--- config.mk ---
export PLATFORM = sky130hd
export DESIGN_NAME = arbiter_resp_router
export DESIGN_NICKNAME = d
export VERILOG_FILES = /design/src/rtl/lc3b_types.sv /design/src/rtl/arbiter_resp_router.sv
export SDC_FILE = /design/constraint.sdc
export NUM_CORES = 1
export LEC_CHECK = 0
export ABC_AREA = 1
export CORE_AREA = 3 3 150 152
export DETAILED_ROUTE_END_ITERATION = 7
export DIE_AREA = 0 0 153 155
export GPL_TIMING_DRIVEN = 0
export PLACE_DENSITY = 0.67
export RECOVER_POWER = 50
export SYNTH_ARGS = -nofsm -noshare
export SYNTH_HDL_FRONTEND = slang
export SYNTH_SLANG_ARGS = --single-unit
--- constraint.sdc ---
create_clock -name clk -period 3.76 [get_ports clk]
set_clock_uncertainty 0.15 [all_clocks]
set_input_delay 0.752 -clock clk [delete_from_list [all_inputs] [get_ports clk]]
set_output_delay 0.752 -clock clk [all_outputs]
set_load 0.005 [all_outputs]
--- src/rtl/lc3b_types.sv ---
// Shared LC-3b cache-hierarchy types, plus the state encoding and owner codes
// used by the arbiter response router.
package lc3b_types;

   typedef logic [127:0] lc3b_chunk;
   typedef logic [15:0]  lc3b_word;

   typedef enum logic [1:0] {
      IDLE    = 2'd0,
      WAIT    = 2'd1,
      DELIVER = 2'd2
   } arb_resp_state_t;

   localparam logic ARB_SEL_L1I = 1'b0;
   localparam logic ARB_SEL_L1D = 1'b1;

endpackage

--- src/rtl/arbiter_resp_router.sv ---
// Return path of the L1I/L1D-to-L2 arbiter: remembers the owner of the single
// outstanding L2 transaction and routes the completion to it. Optional L2
// watchdog enabled by defining ARB_RESP_TIMEOUT_EN.
module arbiter_resp_router
   import lc3b_types::*;
#(
   parameter int TIMEOUT_CYCLES = 255,
   parameter int TIMEOUT_W      = 8
) (
   input  logic         clk,
   input  logic         rst_n,
   input  logic         req_valid,
   input  logic         req_sel,
   input  logic         req_write,
   input  logic         l2_resp,
   input  logic [127:0] l2_rdata,
   output logic         l1i_resp,
   output logic         l1d_resp,
   output logic [127:0] l1i_rdata,
   output logic [127:0] l1d_rdata,
   output logic         busy,
   output logic         timeout
);

   if (TIMEOUT_CYCLES < 1 || TIMEOUT_CYCLES >= (1 << TIMEOUT_W)) begin : g_bad_timeout_cfg
      $error("arbiter_resp_router: TIMEOUT_CYCLES must be in 1..2**TIMEOUT_W-1");
   end

   arb_resp_state_t state, state_next;
   logic            owner;
   logic            wr;
   lc3b_chunk       line_reg;
   logic            wd_fire;

   // NOTE: state registers use non-blocking assignments so every flop samples
   // pre-edge values regardless of process ordering.
   always_ff @(posedge clk) begin
      if (!rst_n) begin
         state    <= IDLE;
         owner    <= ARB_SEL_L1I;
         wr       <= 1'b0;
         line_reg <= '0;
      end else begin
         state <= state_next;
         // Owner is only latched from IDLE; requests while busy never disturb it.
         if (state == IDLE && req_valid) begin
            owner <= req_sel;
            wr    <= req_write;
         end
         if (state == WAIT && l2_resp && !wr) begin
            line_reg <= l2_rdata;
         end
      end
   end

`ifdef ARB_RESP_TIMEOUT_EN
   logic [TIMEOUT_W-1:0] wd_cnt;

   // Counter holds zero outside WAIT, so it is clear on every WAIT entry.
   always_ff @(posedge clk) begin
      if (!rst_n) begin
         wd_cnt <= '0;
      end else if (state != WAIT) begin
         wd_cnt <= '0;
      end else if (!l2_resp) begin
         wd_cnt <= wd_cnt + 1'b1;
      end
   end

   // Fires in the WAIT cycle whose increment would reach the limit; l2_resp wins.
   assign wd_fire = (state == WAIT) && !l2_resp &&
                    (wd_cnt == TIMEOUT_W'(TIMEOUT_CYCLES - 1));
`else
   assign wd_fire = 1'b0;
`endif

   // NOTE: every output of this block is given a default first, so no path
   // leaves a signal unassigned and no latch is inferred.
   always_comb begin
      state_next = state;
      busy       = 1'b1;
      l1i_resp   = 1'b0;
      l1d_resp   = 1'b0;
      unique case (state)
         IDLE: begin
            busy = 1'b0;
            if (req_valid) state_next = WAIT;
         end
         WAIT: begin
            if (l2_resp)      state_next = DELIVER;
            else if (wd_fire) state_next = IDLE;
         end
         DELIVER: begin
            l1i_resp   = (owner == ARB_SEL_L1I);
            l1d_resp   = (owner == ARB_SEL_L1D);
            state_next = IDLE;
         end
         default: begin
            busy       = 1'b0;
            state_next = IDLE;
         end
      endcase
   end

   assign timeout   = wd_fire;
   assign l1i_rdata = line_reg;
   assign l1d_rdata = line_reg;

endmodule

### Word level (Yosys, flattened, before mapping)

Cells that the tools add are included.
Widths: inputs -> output; s select.

* add/subtract/negate cells: 0
* multipliers: 0
* div/mod/pow operators: 0
* magnitude comparators: 0
* equality and inequality tests: 4
* shift operators: 0
* muxes and demuxes: 6
* bitwise gates (word level): 1
* reductions and logical operators: 7

Operators with widths (number)
* $mux 2: 2
* $ne 2x2->1 const B: 2
* $pmux 2 s2: 1
* $logic_and 1x1->1: 3
* $mux 1: 3
* $eq 2x1->1 const B: 1
* $eq 2x2->1 const B: 1
* $logic_not 2->1: 1
* $reduce_and 2->1: 1
* $reduce_or 2->1: 1
* $logic_not 1->1: 1
* $not 1->1: 1

* flip-flop bits (word level): 132
* latch bits: 0
* RAM bits: 0
* memory bits (read-only): 0
* output and inout bits: 260
* word-level logic and storage cells: 22
* memories kept: 0

### Longest topological paths before layout

Gate-level depths: netlist of the first run.

* depth in word-level cells: 3
* depth in mapped cells: 8

### Worst setup path after synthesis of the first run

Ideal clock, no wire load.

* kind: register to output
* from: reg state[0]
* to: out l1d_resp
* arrival time: 725 ps
* data required time: 2858 ps
* slack: 2133 ps
* stages on the path, launching flop included: 5
* path buffers: 0
* path through: dfxtp_1 -> inv_1 -> ha_1 -> nand2_1 -> inv_1

* word-level cells in the longest chain between the ends: 2

Ends and longest elaborated chain
* from (decl): RTL line arbiter_resp_router.sv:29 `arb_resp_state_t state, state_next;`
* from (signal assigned): RTL line arbiter_resp_router.sv:44 `state <= state_next;`
* $eq 2x2->1: RTL line arbiter_resp_router.sv:84 `unique case (state)`
* $mux 1: RTL line arbiter_resp_router.sv:84
* to (decl): RTL line arbiter_resp_router.sv:18 `output logic l1d_resp,`

Every way passes these cells.

### Final worst setup path of the first run

* from: reg state[0]
* to: out busy

* word-level cells in the longest chain between the ends: 3
* elaborated cells between the ends (all ways): 4

Ends and longest elaborated chain
* $eq 2x1->1 / $eq 2x2->1 (equally long branches): RTL line arbiter_resp_router.sv:84
* $reduce_or 2->1 (no source line) (*)
* $mux 1 (*): RTL line arbiter_resp_router.sv:84
* to (decl): RTL line arbiter_resp_router.sv:21 `output logic busy,`

Mark *: on every way between the ends. The rest lies on a longest branch, timed or not.

==> flow_summary.html, run 1 <==
<table>
<tr><th>Metric</th><th>Value</th></tr>
<tr><th colspan="2">Timing</th></tr>
<tr><td>Final hold violation count</td><td>0</td></tr>
<tr><td>Setup TNS after final layout</td><td>0 ns</td></tr>
<tr><td>Worst-case setup margin in the final layout</td><td>roughly 1.1 ns</td></tr>
<tr><td>Achievable frequency</td><td>~380 MHz</td></tr>
<tr><td>Final Cycle Share</td><td>70.6%</td></tr>
<tr><td>Tightest Pin Transition</td><td>0.727 ns</td></tr>
<tr><td>Final min period</td><td>2.65 ns</td></tr>
<tr><td>Slew margin rel.</td><td>51.5%</td></tr>
<tr><td>Count of pins over their slew limit</td><td>0</td></tr>
<tr><td>Setup repair after global routing missed its margin</td><td>false</td></tr>
<tr><td>Final hold slack</td><td>0.294 ns</td></tr>
<tr><td>Setup violations, final</td><td>0</td></tr>
<tr><th colspan="2">Synthesis</th></tr>
<tr><td>Distinct cell type count of the synthesized netlist</td><td>15</td></tr>
<tr><td>Number of synthesized register bits</td><td>132</td></tr>
<tr><td>Warnings, synthesis</td><td>0</td></tr>
<tr><td>Syn Inst Count</td><td>978</td></tr>
<tr><td>Share of the synthesized area in the top cell type</td><td>approximately 40%</td></tr>
<tr><td>Post-synthesis instance area</td><td>6470 um2</td></tr>
<tr><td>Cell taking the most area after synthesis</td><td>sky130_fd_sc_hd__dfxtp_1</td></tr>
<tr><td>Average cell area after synthesis</td><td>6.61 um2</td></tr>
<tr><td>Most area-consuming cells after synthesis</td><td>sky130_fd_sc_hd__dfxtp_1 41%, sky130_fd_sc_hd__buf_4 16%, sky130_fd_sc_hd__nand2_1 15%, sky130_fd_sc_hd__nor2_1 15%, sky130_fd_sc_hd__inv_1 7.9%</td></tr>
<tr><td>Synth Net Count</td><td>1117</td></tr>
<tr><td>Fraction of the yosys area taken by sequential cells</td><td>between 40 and 50%</td></tr>
<tr><th colspan="2">Global route</th></tr>
<tr><td>Total congestion overflow after global routing</td><td>0</td></tr>
<tr><td>Largest net degree at the start of global routing</td><td>17</td></tr>
<tr><td>Number of global-route vias before repair</td><td>6334</td></tr>
<tr><td>Wire length of the first global-routing pass</td><td>roughly 34 mm</td></tr>
<tr><td>GR Util All Layers</td><td>18.0%</td></tr>
<tr><td>Antenna violations before repair</td><td>0</td></tr>
<tr><th colspan="2">Worst setup path</th></tr>
<tr><td>Reg-to-Reg Start</td><td>state[1]</td></tr>
<tr><td>Master of the slowest instance on the critical path</td><td>sky130_fd_sc_hd__clkdlybuf4s50_1</td></tr>
<tr><td>Worst Path Max Fanout</td><td>4</td></tr>
<tr><td>Family with the most delay on the worst path</td><td>buffers and inverters</td></tr>
<tr><td>Critical Path End Type</td><td>primary output</td></tr>
<tr><td>Critical Path, Cell by Cell</td><td>inv_1 &gt; ha_1 &gt; clkdlybuf4s50_1</td></tr>
<tr><td>Setup slack, reg-to-reg</td><td>approximately 1.4 ns</td></tr>
<tr><td>Type of the setup path with the least slack</td><td>reg2out</td></tr>
<tr><td>Largest stage delay on the critical path</td><td>0.54 ns</td></tr>
<tr><td>Kind of start point of the critical path</td><td>flip-flop</td></tr>
<tr><td>Required time at the worst-slack endpoint</td><td>2.86 ns</td></tr>
<tr><td>Arrival time of the worst setup path</td><td>approximately 1.8 ns</td></tr>
<tr><td>Crit path buffers/inverters</td><td>2</td></tr>
<tr><td>Worst R2R End</td><td>l1d_rdata[26]</td></tr>
<tr><td>Reg2Reg Depth</td><td>7</td></tr>
<tr><th colspan="2">Floorplanning</th></tr>
<tr><td>FP Rows</td><td>53</td></tr>
<tr><td>Vertical die dimension</td><td>155 um</td></tr>
<tr><td>Initial Util</td><td>30.6%</td></tr>
<tr><td>DIE AREA</td><td>roughly 24000 um2</td></tr>
<tr><td>Chip Width</td><td>153 um</td></tr>
<tr><td>Std-Cell Core Area</td><td>21200 um2</td></tr>
<tr><td>Top-level port count</td><td>394</td></tr>
<tr><th colspan="2">Finish</th></tr>
<tr><td>Commonest cells after routing, fill and taps aside</td><td>326 x sky130_fd_sc_hd__clkdlybuf4s50_1, 262 x sky130_fd_sc_hd__nand2_1, 260 x sky130_fd_sc_hd__nor2_1</td></tr>
<tr><td>Layout net count</td><td>1527</td></tr>
<tr><td>Area grow syn2layout</td><td>74.0%</td></tr>
<tr><td>Antenna Cells</td><td>0</td></tr>
<tr><td>Area used by multi-input combinational logic</td><td>2070 um2</td></tr>
<tr><td>Most common cell after layout, fill and taps aside</td><td>sky130_fd_sc_hd__clkdlybuf4s50_1</td></tr>
<tr><td>Total of fill cells in the finished design</td><td>between 2000 and 2500</td></tr>
<tr><td>Share of layout cells above drive strength 1</td><td>13.1%</td></tr>
<tr><td>Register cell area after layout</td><td>roughly 2600 um2</td></tr>
<tr><th colspan="2">Drt</th></tr>
<tr><td>Routed Antenna Nets</td><td>0</td></tr>
<tr><td>Post-Route WL</td><td>between 20 and 25 mm</td></tr>
<tr><td># DRC</td><td>0</td></tr>
<tr><td>Drt pass-1 iters</td><td>4</td></tr>
<tr><td>First DRT Iteration DRCs</td><td>235</td></tr>
<tr><td>Via count of the routed design</td><td>between 6000 and 7000</td></tr>
<tr><td>Final routed wire length divided by cell count</td><td>13.3 um</td></tr>
<tr><td>DR vias/cell</td><td>3.96</td></tr>
<tr><th colspan="2">Placed design</th></tr>
<tr><td>Post-placement setup slack</td><td>1.44 ns</td></tr>
<tr><td>Final Wtd Congestion</td><td>0.843</td></tr>
<tr><td>Detailed-placement wirelength estimate</td><td>17.5 mm</td></tr>
<tr><td>Port bufs</td><td>391</td></tr>
<tr><th colspan="2">Power and ir drop</th></tr>
<tr><td>Reg power frac</td><td>32.3%</td></tr>
<tr><td>Clock power frac</td><td>26.5%</td></tr>
<tr><td>Pwr Density</td><td>536 nW/um2</td></tr>
<tr><td>Combinational share of power</td><td>41.3%</td></tr>
<tr><td>Net load switching power</td><td>1.87 mW</td></tr>
<tr><td>Switching portion of total power</td><td>31.0%</td></tr>
<tr><td>Static Leak</td><td>around 5.7 nW</td></tr>
<tr><td>Peak supply drop</td><td>0.310 mV</td></tr>
<tr><td>Int Pwr</td><td>roughly 4.2 mW</td></tr>
<tr><th colspan="2">Clocking</th></tr>
<tr><td># clock sinks</td><td>132</td></tr>
<tr><td>Buffer type at the clock tree root</td><td>sky130_fd_sc_hd__clkbuf_16</td></tr>
<tr><td>Hold Buf Count CTS</td><td>0</td></tr>
<tr><td>Clock tree from TritonCTS</td><td>done</td></tr>
<tr><td>Insertion delay to the later sink of the worst-skew pair</td><td>0.41 ns</td></tr>
<tr><td>TritonCTS buffer count</td><td>17</td></tr>
<tr><td>Buffers inserted by post-CTS timing repair</td><td>0</td></tr>
<tr><td>Post-CTS clock slew at the launch and capture registers of the worst setup and hold paths</td><td>~0.060 ns</td></tr>
<tr><td>CTS resizes</td><td>0</td></tr>
<tr><td>Number of buffers between clock root and the deepest sink</td><td>2</td></tr>
<tr><td>H-tree levels</td><td>4</td></tr>
<tr><th colspan="2">Min path</th></tr>
<tr><td>Hold path depth</td><td>2</td></tr>
<tr><td>Start point of the worst min-delay path</td><td>wr</td></tr>
<tr><td>Hold worst-path end</td><td>wr</td></tr>
<tr><td>Worst hold path type</td><td>reg2reg</td></tr>
<tr><th colspan="2">Job</th></tr>
<tr><td># Max-Cap Violations</td><td>0</td></tr>
<tr><th colspan="2">Run status</th></tr>
<tr><td>Run status</td><td>completed</td></tr>
</table>
[layout make-up]
| cell class | instances | area share (%) |
|---|---|---|
| multi-input combinational | 537 | 18.4 |
| clock buffer | 19 | 3.94 |
| buffer | 172 | 10.6 |
| clock inverter | 13 | 1.11 |
| tap | 275 | 3.06 |
| sequential | 132 | 23.5 |
| timing repair buffer | 391 | 34.8 |
| inverter | 137 | 4.57 |
[registers in the layout, indices dropped and copies added (netlist names)]
register,count
wr,1
l1d_rdata,128
state,2
owner,1
[metal layers]
layer  wire length, um  share of wire (%)  track usage [%]
met1              9210                 41             20.6
met2             11300                 51             32.9
met3              1570                7.0             5.79
met4               176               0.79             3.99
met5                 0                  0                0
[synthesized netlist by cell type]
library cell and instances:
sky130_fd_sc_hd__a21oi_1 4, sky130_fd_sc_hd__buf_4 139, sky130_fd_sc_hd__conb_1 1, sky130_fd_sc_hd__nand2_1 262, sky130_fd_sc_hd__clkbuf_1 5, sky130_fd_sc_hd__inv_1 136
sky130_fd_sc_hd__dfxtp_1 132, sky130_fd_sc_hd__nor2_1 260, sky130_fd_sc_hd__inv_2 1, sky130_fd_sc_hd__buf_2 23, sky130_fd_sc_hd__buf_6 5, sky130_fd_sc_hd__nand3_2 1
sky130_fd_sc_hd__ha_1 5, sky130_fd_sc_hd__nand3_1 2, sky130_fd_sc_hd__o21ai_0 2
[kinds of logic after synthesis]
| logic type | after synthesis | synth area share [%] |
|---|---|---|
| compound gates | 6 | 0.464 |
| fa+ha+maj | 5 | 0.967 |
| buf+inv | 309 | 27.0 |
| flops | 132 | 40.9 |
| other cells | 1 | 0.0580 |
| simple gates | 525 | 30.6 |
[tightest hold or removal path, delay by kind of cell (launching register included)]
kind | cells | cell delay [ns]
flops | 1 | 0.31
compound gates | 1 | 0.05
buf+inv | 1 | 0.05
[power by group through the flow]
stage                     Sequential (mW)  Combinational, mW  Clock, mW
final                                1.94               2.49       1.60
after global routing                 1.98               2.77       1.70
after CTS                            1.96               2.59       1.63
after detailed placement             1.98               2.58          0
after global placement               1.98               2.54          0
after floorplan                      1.92               1.16          0
[worst max-delay path by stage]
stage | from | to | slack [ns] | cells after the start
2_1_floorplan | state[0] | l1d_resp | 2.13 | 4
3_3_place_gp | l2_resp | l1d_rdata[31] | 1.48 | 6
3_5_place_dp | l2_resp | l1d_rdata[26] | 1.44 | 6
4_1_cts | state[0] | busy | 1.07 | 3
5_1_grt | l2_resp | l1d_rdata[25] | 0.93 | 6
6_report | state[0] | busy | 1.11 | 3
[per-stage QoR]
step	total power [mW]	utilization, %	area, um2	std cells
floorplan	3.08	-	6470	978
global placement	4.52	50.7	10700	1644
detailed placement	4.56	50.7	10700	1644
CTS	6.18	53.4	11300	1676
global route	6.44	53.2	11300	1676
finish	6.03	53.2	11300	1676
No activity file was read; power rests on OpenSTA's default activity.
==> run 2: changes to the inputs <==
--- a/config.mk
+++ b/config.mk
@@ -6,11 +6,11 @@
 export NUM_CORES = 1
 export LEC_CHECK = 0
 export ABC_AREA = 1
-export CORE_AREA = 3 3 150 152
+export CORE_AREA = 3 3 151 153
 export DETAILED_ROUTE_END_ITERATION = 7
-export DIE_AREA = 0 0 153 155
+export DIE_AREA = 0 0 154 156
 export GPL_TIMING_DRIVEN = 0
-export PLACE_DENSITY = 0.67
+export PLACE_DENSITY = 0.69
 export RECOVER_POWER = 50
 export SYNTH_ARGS = -nofsm -noshare
 export SYNTH_HDL_FRONTEND = slang
==> constraint.sdc (replaced) <==
create_clock -name clk -period 2.4 [get_ports clk]
set_clock_uncertainty 0.15 [all_clocks]
set_input_delay 0.48 -clock clk [delete_from_list [all_inputs] [get_ports clk]]
set_output_delay 0.48 -clock clk [all_outputs]
set_load 0.005 [all_outputs]
==> run 2 against run 1 <==
Highest routed layer is now met5. Sequential share of layout area fell by 0.17 points. Register-to-register slack worse by 1.2 ns. Largest power group unchanged. Sequential cell count stayed put. Critical path depth stayed put. Largest cell class unchanged. Count of clock-buffer cells in the layout stayed put.
==> flow_summary.html, run 2 (synthesis gave the netlist of run 1 again) <==
<table>
<tr><th>Metric</th><th>Value</th></tr>
<tr><th colspan="2">Floorplanning</th></tr>
<tr><td>Vertical die dimension</td><td>156 um (+0.65%)</td></tr>
<tr><td>FP Rows</td><td>54 (+1.9%)</td></tr>
<tr><td>Chip Width</td><td>154 um (+0.65%)</td></tr>
<tr><td>Std-Cell Core Area</td><td>21700 um2 (+2.5%)</td></tr>
<tr><td>Initial Util</td><td>29.8% (-0.75 points)</td></tr>
<tr><td>Top-level port count</td><td>394 (unchanged)</td></tr>
<tr><td>DIE AREA</td><td>24000 um2 (+1.3%)</td></tr>
<tr><th colspan="2">Clocking</th></tr>
<tr><td>Insertion delay to the later sink of the worst-skew pair</td><td>0.40 ns (about the same)</td></tr>
<tr><td>Buffer type at the clock tree root</td><td>sky130_fd_sc_hd__clkbuf_16</td></tr>
<tr><td>Number of buffers between clock root and the deepest sink</td><td>2 (unchanged)</td></tr>
<tr><td># clock sinks</td><td>132 (unchanged)</td></tr>
<tr><td>H-tree levels</td><td>4 (unchanged)</td></tr>
<tr><td>Post-CTS clock slew at the launch and capture registers of the worst setup and hold paths</td><td>0.06 ns (about the same)</td></tr>
<tr><td>TritonCTS buffer count</td><td>17 (unchanged)</td></tr>
<tr><td>Clock tree from TritonCTS</td><td>done</td></tr>
<tr><th colspan="2">Timing</th></tr>
<tr><td>Count of pins over their slew limit</td><td>0 (unchanged)</td></tr>
<tr><td>Final min period</td><td>2.31 ns</td></tr>
<tr><td>Achievable frequency</td><td>433 MHz</td></tr>
<tr><td>Tightest Pin Transition</td><td>0.679 ns (-0.0478 ns)</td></tr>
<tr><td>Final hold violation count</td><td>0 (unchanged)</td></tr>
<tr><td>Setup TNS after final layout</td><td>0 ns (unchanged)</td></tr>
<tr><td>Slew margin rel.</td><td>54.7% (+3.2 points)</td></tr>
<tr><td>Final Cycle Share</td><td>between 90% and 100%</td></tr>
<tr><td>Setup violations, final</td><td>0 (unchanged)</td></tr>
<tr><td>Setup repair after global routing missed its margin</td><td>false</td></tr>
<tr><th colspan="2">Finish</th></tr>
<tr><td>Commonest cells after routing, fill and taps aside</td><td>327 x sky130_fd_sc_hd__clkdlybuf4s50_1, 262 x sky130_fd_sc_hd__nand2_1, 260 x sky130_fd_sc_hd__nor2_1</td></tr>
<tr><td>Antenna Cells</td><td>0 (unchanged)</td></tr>
<tr><td>Post-Route Utilization</td><td>52.3% (-0.91 points)</td></tr>
<tr><td>Share of layout cells above drive strength 1</td><td>13.5% (+0.36 points)</td></tr>
<tr><td>Area grow syn2layout</td><td>75.3%</td></tr>
<tr><td>Layout net count</td><td>1527 (unchanged)</td></tr>
<tr><td>Most common cell after layout, fill and taps aside</td><td>sky130_fd_sc_hd__clkdlybuf4s50_1</td></tr>
<tr><td>Post-route cell area</td><td>11300 um2 (+0.78%)</td></tr>
<tr><td>Flip-flop count of the largest register after layout</td><td>128 (unchanged)</td></tr>
<tr><td>Total of fill cells in the finished design</td><td>2114 (+2.8%)</td></tr>
<tr><th colspan="2">Global route</th></tr>
<tr><td>Antenna violations before repair</td><td>1 (+1)</td></tr>
<tr><td>Largest net degree at the start of global routing</td><td>17 (unchanged)</td></tr>
<tr><td>GR Util All Layers</td><td>17.2% (-0.85 points)</td></tr>
<tr><td>Number of global-route vias before repair</td><td>6341 (+0.11%)</td></tr>
<tr><td>Total congestion overflow after global routing</td><td>0 (unchanged)</td></tr>
<tr><td>Wire length of the first global-routing pass</td><td>33.0 mm (-2.7%)</td></tr>
<tr><th colspan="2">Drt</th></tr>
<tr><td>Routed Antenna Nets</td><td>0 (unchanged)</td></tr>
<tr><td>Post-Route WL</td><td>21.8 mm (-2.3%)</td></tr>
<tr><td>Drt pass-1 iters</td><td>6 (+2)</td></tr>
<tr><td>First DRT Iteration DRCs</td><td>206 (-12%)</td></tr>
<tr><td>Final routed wire length divided by cell count</td><td>13.0 um (-2.6%)</td></tr>
<tr><td># DRC</td><td>0 (unchanged)</td></tr>
<tr><td>DR vias/cell</td><td>3.92 (-0.99%)</td></tr>
<tr><td>Via count of the routed design</td><td>6594 (-0.69%)</td></tr>
<tr><th colspan="2">Min path</th></tr>
<tr><td>Worst hold path type</td><td>reg2reg</td></tr>
<tr><th colspan="2">Job</th></tr>
<tr><td># Max-Cap Violations</td><td>0 (unchanged)</td></tr>
<tr><th colspan="2">Placed design</th></tr>
<tr><td>Port bufs</td><td>391 (unchanged)</td></tr>
<tr><td>Placed standard-cell area</td><td>10700 um2 (about the same)</td></tr>
<tr><td>Detailed-placement wirelength estimate</td><td>17.0 mm (-3.0%)</td></tr>
<tr><td>Final Wtd Congestion</td><td>0.777 (-7.8%)</td></tr>
<tr><th colspan="2">Worst setup path</th></tr>
<tr><td>Type of the setup path with the least slack</td><td>reg2out</td></tr>
<tr><td>Worst Path Max Fanout</td><td>4 (unchanged)</td></tr>
<tr><td>Arrival time of the worst setup path</td><td>1.68 ns (-0.07 ns)</td></tr>
<tr><td>Kind of start point of the critical path</td><td>flip-flop</td></tr>
<tr><td>Required time at the worst-slack endpoint</td><td>1.77 ns (-1.09 ns)</td></tr>
<tr><td>Critical Path End Type</td><td>primary output</td></tr>
<tr><th colspan="2">Power and ir drop</th></tr>
<tr><td>Peak supply drop</td><td>0.439 mV (+42%)</td></tr>
<tr><td>Pwr Density</td><td>853 nW/um2 (+59%)</td></tr>
<tr><td>Static Leak</td><td>5.79 nW (+0.80%)</td></tr>
<tr><th colspan="2">Run status</th></tr>
<tr><td>Run status</td><td>completed</td></tr>
</table>
## run 2: worst paths after layout
path	start	to	slack [ns]	cells past startpoint
max	state[1]	busy	0.09	3
min	wr	wr	0.30	2
max reg2reg	state[1]	l1d_rdata[83]	0.23	7
min reg2reg	wr	wr	0.30	2
## run 2: through the flow
step	setup slack (ns)	total power [mW]	cells	hold slack (ns)
finish	0.0908	9.68	1681	0.299
global route	0.0208	10.3	1681	0.333
CTS	0.0161	9.93	1681	0.309
detailed placement	0.344	7.13	1649	0.299
global placement	0.381	7.06	1649	0.290
floorplan	1.00	4.83	978	0.282
## run 2: power breakdown
| group | internal [mW] | total (mW) | switching [mW] |
|---|---|---|---|
| Sequential | 2.64 | 3.04 | 0.395 |
| Clock | 1.68 | 2.71 | 1.03 |
| Combinational | 2.43 | 3.93 | 1.49 |
| Total | 6.75 | 9.68 | 2.92 |
## run 2: layout make-up
type	count	area, um2	area share (%)
flip-flops and latches	132	2640	23.3
inverters	137	514	4.54
repair buffers	391	3920	34.5
well taps	280	350	3.09
clock inverters	13	173	1.52
clock buffers	19	443	3.91
multi-input cells	537	2080	18.4
plain buffers	172	1210	10.7
## run 2: worst max-delay path: stages, from the launching register on
cell and delay [ns]:
sky130_fd_sc_hd__dfxtp_1 0.36, sky130_fd_sc_hd__inv_1 0.12, sky130_fd_sc_hd__ha_4 0.29, sky130_fd_sc_hd__clkdlybuf4s50_1 0.50
## run 2: layer usage
metal	up-vias	GRT usage, %	wire length (um)
li1	3485	-	-
met1	2836	19.5	8830
met2	245	31.3	10900
met3	26	5.05	1630
met4	2	4.92	359
met5	-	0	9
## run 2: repair_timing
action                     in CTS  in global routing
hold buffers                    0                  0
setup buffers                   0                  0
setup endpoints to repair       1                  1
gates resized for setup         2                  2
==> run 3: changes to the inputs <==
--- a/config.mk
+++ b/config.mk
@@ -7,6 +7,7 @@
 export LEC_CHECK = 0
 export ABC_AREA = 1
 export CORE_AREA = 3 3 151 153
+export CTS_CLUSTER_DIAMETER = 120
 export DETAILED_ROUTE_END_ITERATION = 7
 export DIE_AREA = 0 0 154 156
 export GPL_TIMING_DRIVEN = 0
==> results of run 3 <==
The final DEF is identical to that of run 2; final timing and power are the same.
==> edit 1, RTL diff (settings of run 3) <==
Register the inputs `req_valid`, `req_sel`, `req_write` and `l2_rdata` before use. The logic sees them one clock later. The other inputs are not delayed to match.
--- a/src/rtl/arbiter_resp_router.sv
+++ b/src/rtl/arbiter_resp_router.sv
@@ -23,4 +23,16 @@
 );
 
+   logic req_valid_q;
+   logic req_sel_q;
+   logic req_write_q;
+   logic [127:0] l2_rdata_q;
+
+   always_ff @(posedge clk) begin
+      req_valid_q <= req_valid;
+      req_sel_q   <= req_sel;
+      req_write_q <= req_write;
+      l2_rdata_q  <= l2_rdata;
+   end
+
    if (TIMEOUT_CYCLES < 1 || TIMEOUT_CYCLES >= (1 << TIMEOUT_W)) begin : g_bad_timeout_cfg
       $error("arbiter_resp_router: TIMEOUT_CYCLES must be in 1..2**TIMEOUT_W-1");
@@ -44,10 +56,10 @@
          state <= state_next;
          // Owner is only latched from IDLE; requests while busy never disturb it.
-         if (state == IDLE && req_valid) begin
-            owner <= req_sel;
-            wr    <= req_write;
+         if (state == IDLE && req_valid_q) begin
+            owner <= req_sel_q;
+            wr    <= req_write_q;
          end
          if (state == WAIT && l2_resp && !wr) begin
-            line_reg <= l2_rdata;
+            line_reg <= l2_rdata_q;
          end
       end
@@ -85,5 +97,5 @@
          IDLE: begin
             busy = 1'b0;
-            if (req_valid) state_next = WAIT;
+            if (req_valid_q) state_next = WAIT;
          end
          WAIT: begin
Check against the original RTL: not equivalent (Yosys sat finds a counterexample within 4 cycles, from zero or initial values and one cycle with rst_n low).
==> edit 1 against run 3 <==
- cell count rose by 9.2%
- area after synthesis rose by 40%
- power rose by 40%
- setup slack better by 0.071 ns
- wire length grew 16%
- sequential cell count is 131 higher
- utilization rose by 13 points
- final area rose by 26%
- count of clock-buffer cells in the layout grew 21
- largest cell class is now sequential cells
==> edit 1: results (changes against run 3) <==
[outcome]
status = completed

[cells_and_area]
multi_input_area_sq_mm = 0.002076  ; -0.36%
drive_gt1_frac = 0.1279  ; -0.006997
seq_cells = 263  ; +99%
diodes = 8  ; +8
largest_cell_class = sequential cells
seq_area_frac = 0.3696  ; +0.1365
buf_share = 0.3593  ; -0.09328
nFillCells = 1871  ; -11%
fin_nets = 1667  ; +9.2%

[grt]
grt_pass1_vias = 7416  ; +17%
grt_antenna_before_repair = 11  ; +10
grt_usage = 0.2020  ; +0.03022
grt_pass1_wl_microns = 39090  ; +18%
grt_max_degree = 15  ; -2

[place]
hpwl_microns = 19210  ; +13%
gp_congestion = 0.7702  ; -0.93%

[setup_path]
crit_arrival_ns = 1.61  ; -0.07 ns
setup.worst_path.end = l1i_rdata[64]
r2r_end = l1d_rdata[124]$_SDFFE_PN0P_
cp-startpoint = l1d_rdata[64]$_SDFFE_PN0P_
reg2reg_slack_ns = 0.30  ; +0.07 ns
slowest_stage = clkdlybuf4s50_1
path_max_fanout = 3  ; -1

[synth]
ys_top_cells_by_count = dfxtp_1 (263), nand2_1 (262), nor2_1 (260)
synth-compound-area-share = 0.003305  ; -0.001339
ys_top_cells_by_area = dfxtp_1 (58%), buf_4 (12%), nand2_1 (11%)
synth_fa_ha_area_frac = 0.006886  ; -0.002789
synth.yosys.seq_area_share = 0.5795  ; +0.1709
syn-num-nets = 1248  ; +12%

[min_path]
holdPathEnd = l1d_rdata[30]$_SDFFE_PN0P_
holdCritStartpoint = l2_rdata_q[30]$_DFF_P_

[cts]
ctsLongestPathBuffers = 3  ; +1
root_buffer = clkbuf_16
ctsResizeCount = 4  ; +2
htreeDepth = 1  ; -3
insertion_delay_ns = 0.51  ; +0.11 ns
cts_buffers = 26  ; +9

[routing]
first_iter_violations = 238  ; +16%
dr.pass1.iters = 4  ; -2
viasPerCell = 4.106  ; +4.7%
wl_per_cell_microns = 13.79  ; +6.5%

[power]
p_leak_nw = 6.878  ; +19%
max-vdd-ir-drop_v = 0.0005152  ; +17%

[sta]
slew_headroom = 0.6403  ; +0.09304

[edit 1: metrics by stage]
step	setup WS, ns	hold slack (ns)	utilization	instance area (sq um)	instances
final	0.1616	0.3015	0.6569	14250	1836
after global routing	0.06952	0.3204	0.6568	14240	1835
after CTS	0.1446	0.2273	0.6570	14250	1828
after detailed placement	0.4247	0.2896	0.6155	13350	1780
after global placement	0.4386	0.2816	0.6155	13350	1780
after floorplan	0.9996	0.2806	-	9085	1109
[edit 1: power by group]
part | switching (mW) | internal, mW | total [mW] | leakage, nW
Clock | 1.62 | 2.57 | 4.18 | 0.442
Sequential | 0.458 | 4.93 | 5.39 | 2.18
Combinational | 1.51 | 2.44 | 3.95 | 4.25
Total | 3.58 | 9.94 | 13.5 | 6.88
[edit 1: metal layers]
layer / wire length, microns / track usage / up-vias
li1: - / - / 3918
met1: 10290 / 0.2426 / 3327
met2: 12840 / 0.3602 / 235
met3: 1523 / 0.04383 / 50
met4: 627 / 0.06686 / 8
met5: 42 / 0 / -
==> edit 2, RTL diff (config.mk and constraints of run 3) <==
Without the edit above. Add a define of `ARB_RESP_TIMEOUT_EN`.
--- a/src/rtl/arbiter_resp_router.sv
+++ b/src/rtl/arbiter_resp_router.sv
@@ -2,4 +2,6 @@
 // outstanding L2 transaction and routes the completion to it. Optional L2
 // watchdog enabled by defining ARB_RESP_TIMEOUT_EN.
+`define ARB_RESP_TIMEOUT_EN
+
 module arbiter_resp_router
    import lc3b_types::*;
Function: same outputs for any inputs over 4 cycles, from zero or initial values and one cycle with rst_n low; that may be too few to reach the edited logic, so the function may still have changed.
==> edit 2 against run 3 <==
- critical path depth stayed put
- first-iteration DRC count is 24% higher
- sequential cell count is 8 higher
- setup slack gained 0.056 ns
- wire length is 0.38% lower
- global-route usage up 0.17 points
- maximum frequency up 2.5%
- cell count decreased by 12%
- area after synthesis shrank 6.6%
- count of clock-buffer cells in the layout fell by 1
- final area shrank 3.8%
- critical path type is now in -> out
- largest cell class unchanged
Power is not compared: it rests on default switching activity, and its combinational part moved more than twofold at a synthesized area within 25%.
==> edit 2: results (changes against run 3) <==
[place]
io_buffers = 393  ; +0.51%
place_area_sq_mm = 0.01032  ; -3.8%
gp_congestion = 0.8181  ; +5.2%
dp.cells = 1444  ; -12%
place_ws_ns = -0.08290  ; -0.4273 ns
hpwl_microns = 16880  ; -0.76%

[cells_and_area]
drive_gt1_frac = 0.1590  ; +0.02409
fin_nets = 1323  ; -13%
nFillCells = 2056  ; -2.7%
layout.cells.non_filler = 1475  ; -12%

[routing]
first_iter_violations = 256  ; +24%
dr.pass1.iters = 4  ; -2

[setup_path]
reg2reg_slack_ns = 0.36  ; +0.13 ns
r2r_cells = 9  ; +2
r2r_end = l1d_rdata[113]$_SDFFE_PN0P_
path_max_fanout = 7  ; +3
start_kind = input port

[grt]
grt_pass1_vias = 5930  ; -6.5%
grt_pass1_wl_microns = 32860  ; -0.44%
grt_usage = 0.1736  ; +0.001733

[sta]
slew_headroom = 0.6226  ; +0.07534

[outcome]
status = completed

[synth]
yosysMostFrequentCell = nor2_1
synth.yosys.seq_area_share = 0.4641  ; +0.05539

[min_path]
holdCritStartpoint = state[1]$_SDFFE_PN0P_
holdPathEnd = state[1]$_SDFFE_PN0P_

edit 2: cell families (layout without fill, tap and decap cells):
family	after synthesis	in the layout	share of synthesized area
AND/OR/NAND/NOR	296	296	0.1875
buffers and inverters	186	610	0.2169
flip-flops	140	140	0.4641
XOR/XNOR	1	1	0.001450
AO/OA/AOI/OAI	142	142	0.1177
adder cells (fa/ha/maj)	6	6	0.01243
edit 2: layout make-up:
| class | instances | area share |
|---|---|---|
| plain buffers | 170 | 0.1137 |
| well taps | 280 | 0.03212 |
| clock buffers | 18 | 0.03934 |
| inverters | 16 | 0.005506 |
| clock inverters | 13 | 0.01526 |
| multi-input cells | 445 | 0.1766 |
| flip-flops and latches | 140 | 0.2569 |
| repair buffers | 393 | 0.3605 |
edit 2: layer usage:
layer / wire length [microns] / GRT usage
met4: 255 / 0.04331
met3: 1803 / 0.06075
met5: 0 / 0
met2: 10830 / 0.2995
met1: 8803 / 0.2074
edit 2: power breakdown:
part | internal [mW] | switching [mW]
Combinational | 1.19 | 0.633
Clock | 1.64 | 1.03
Sequential | 2.55 | 0.188
Total | 5.38 | 1.85
edit 2: worst max-delay path, stage by stage:
cell,delay [ns]
dlygate4sd3_1,0.65
nor3_2,0.23
dlygate4sd2_1,0.26
edit 2: how the worst max path moves through the flow:
stage,startpoint,to,slack (ns),cells after the start
2_1_floorplan,state[1]$_SDFFE_PN0P_,l1d_rdata[0]$_SDFFE_PN0P_,0.90,9
3_3_place_gp,l2_resp,timeout,-0.08,3
3_5_place_dp,l2_resp,timeout,-0.08,3
4_1_cts,state[0]$_SDFFE_PN0P_,l1i_resp,0.08,5
5_1_grt,l2_resp,l1d_rdata[8]$_SDFFE_PN0P_,0.007,8
6_report,l2_resp,timeout,0.15,3
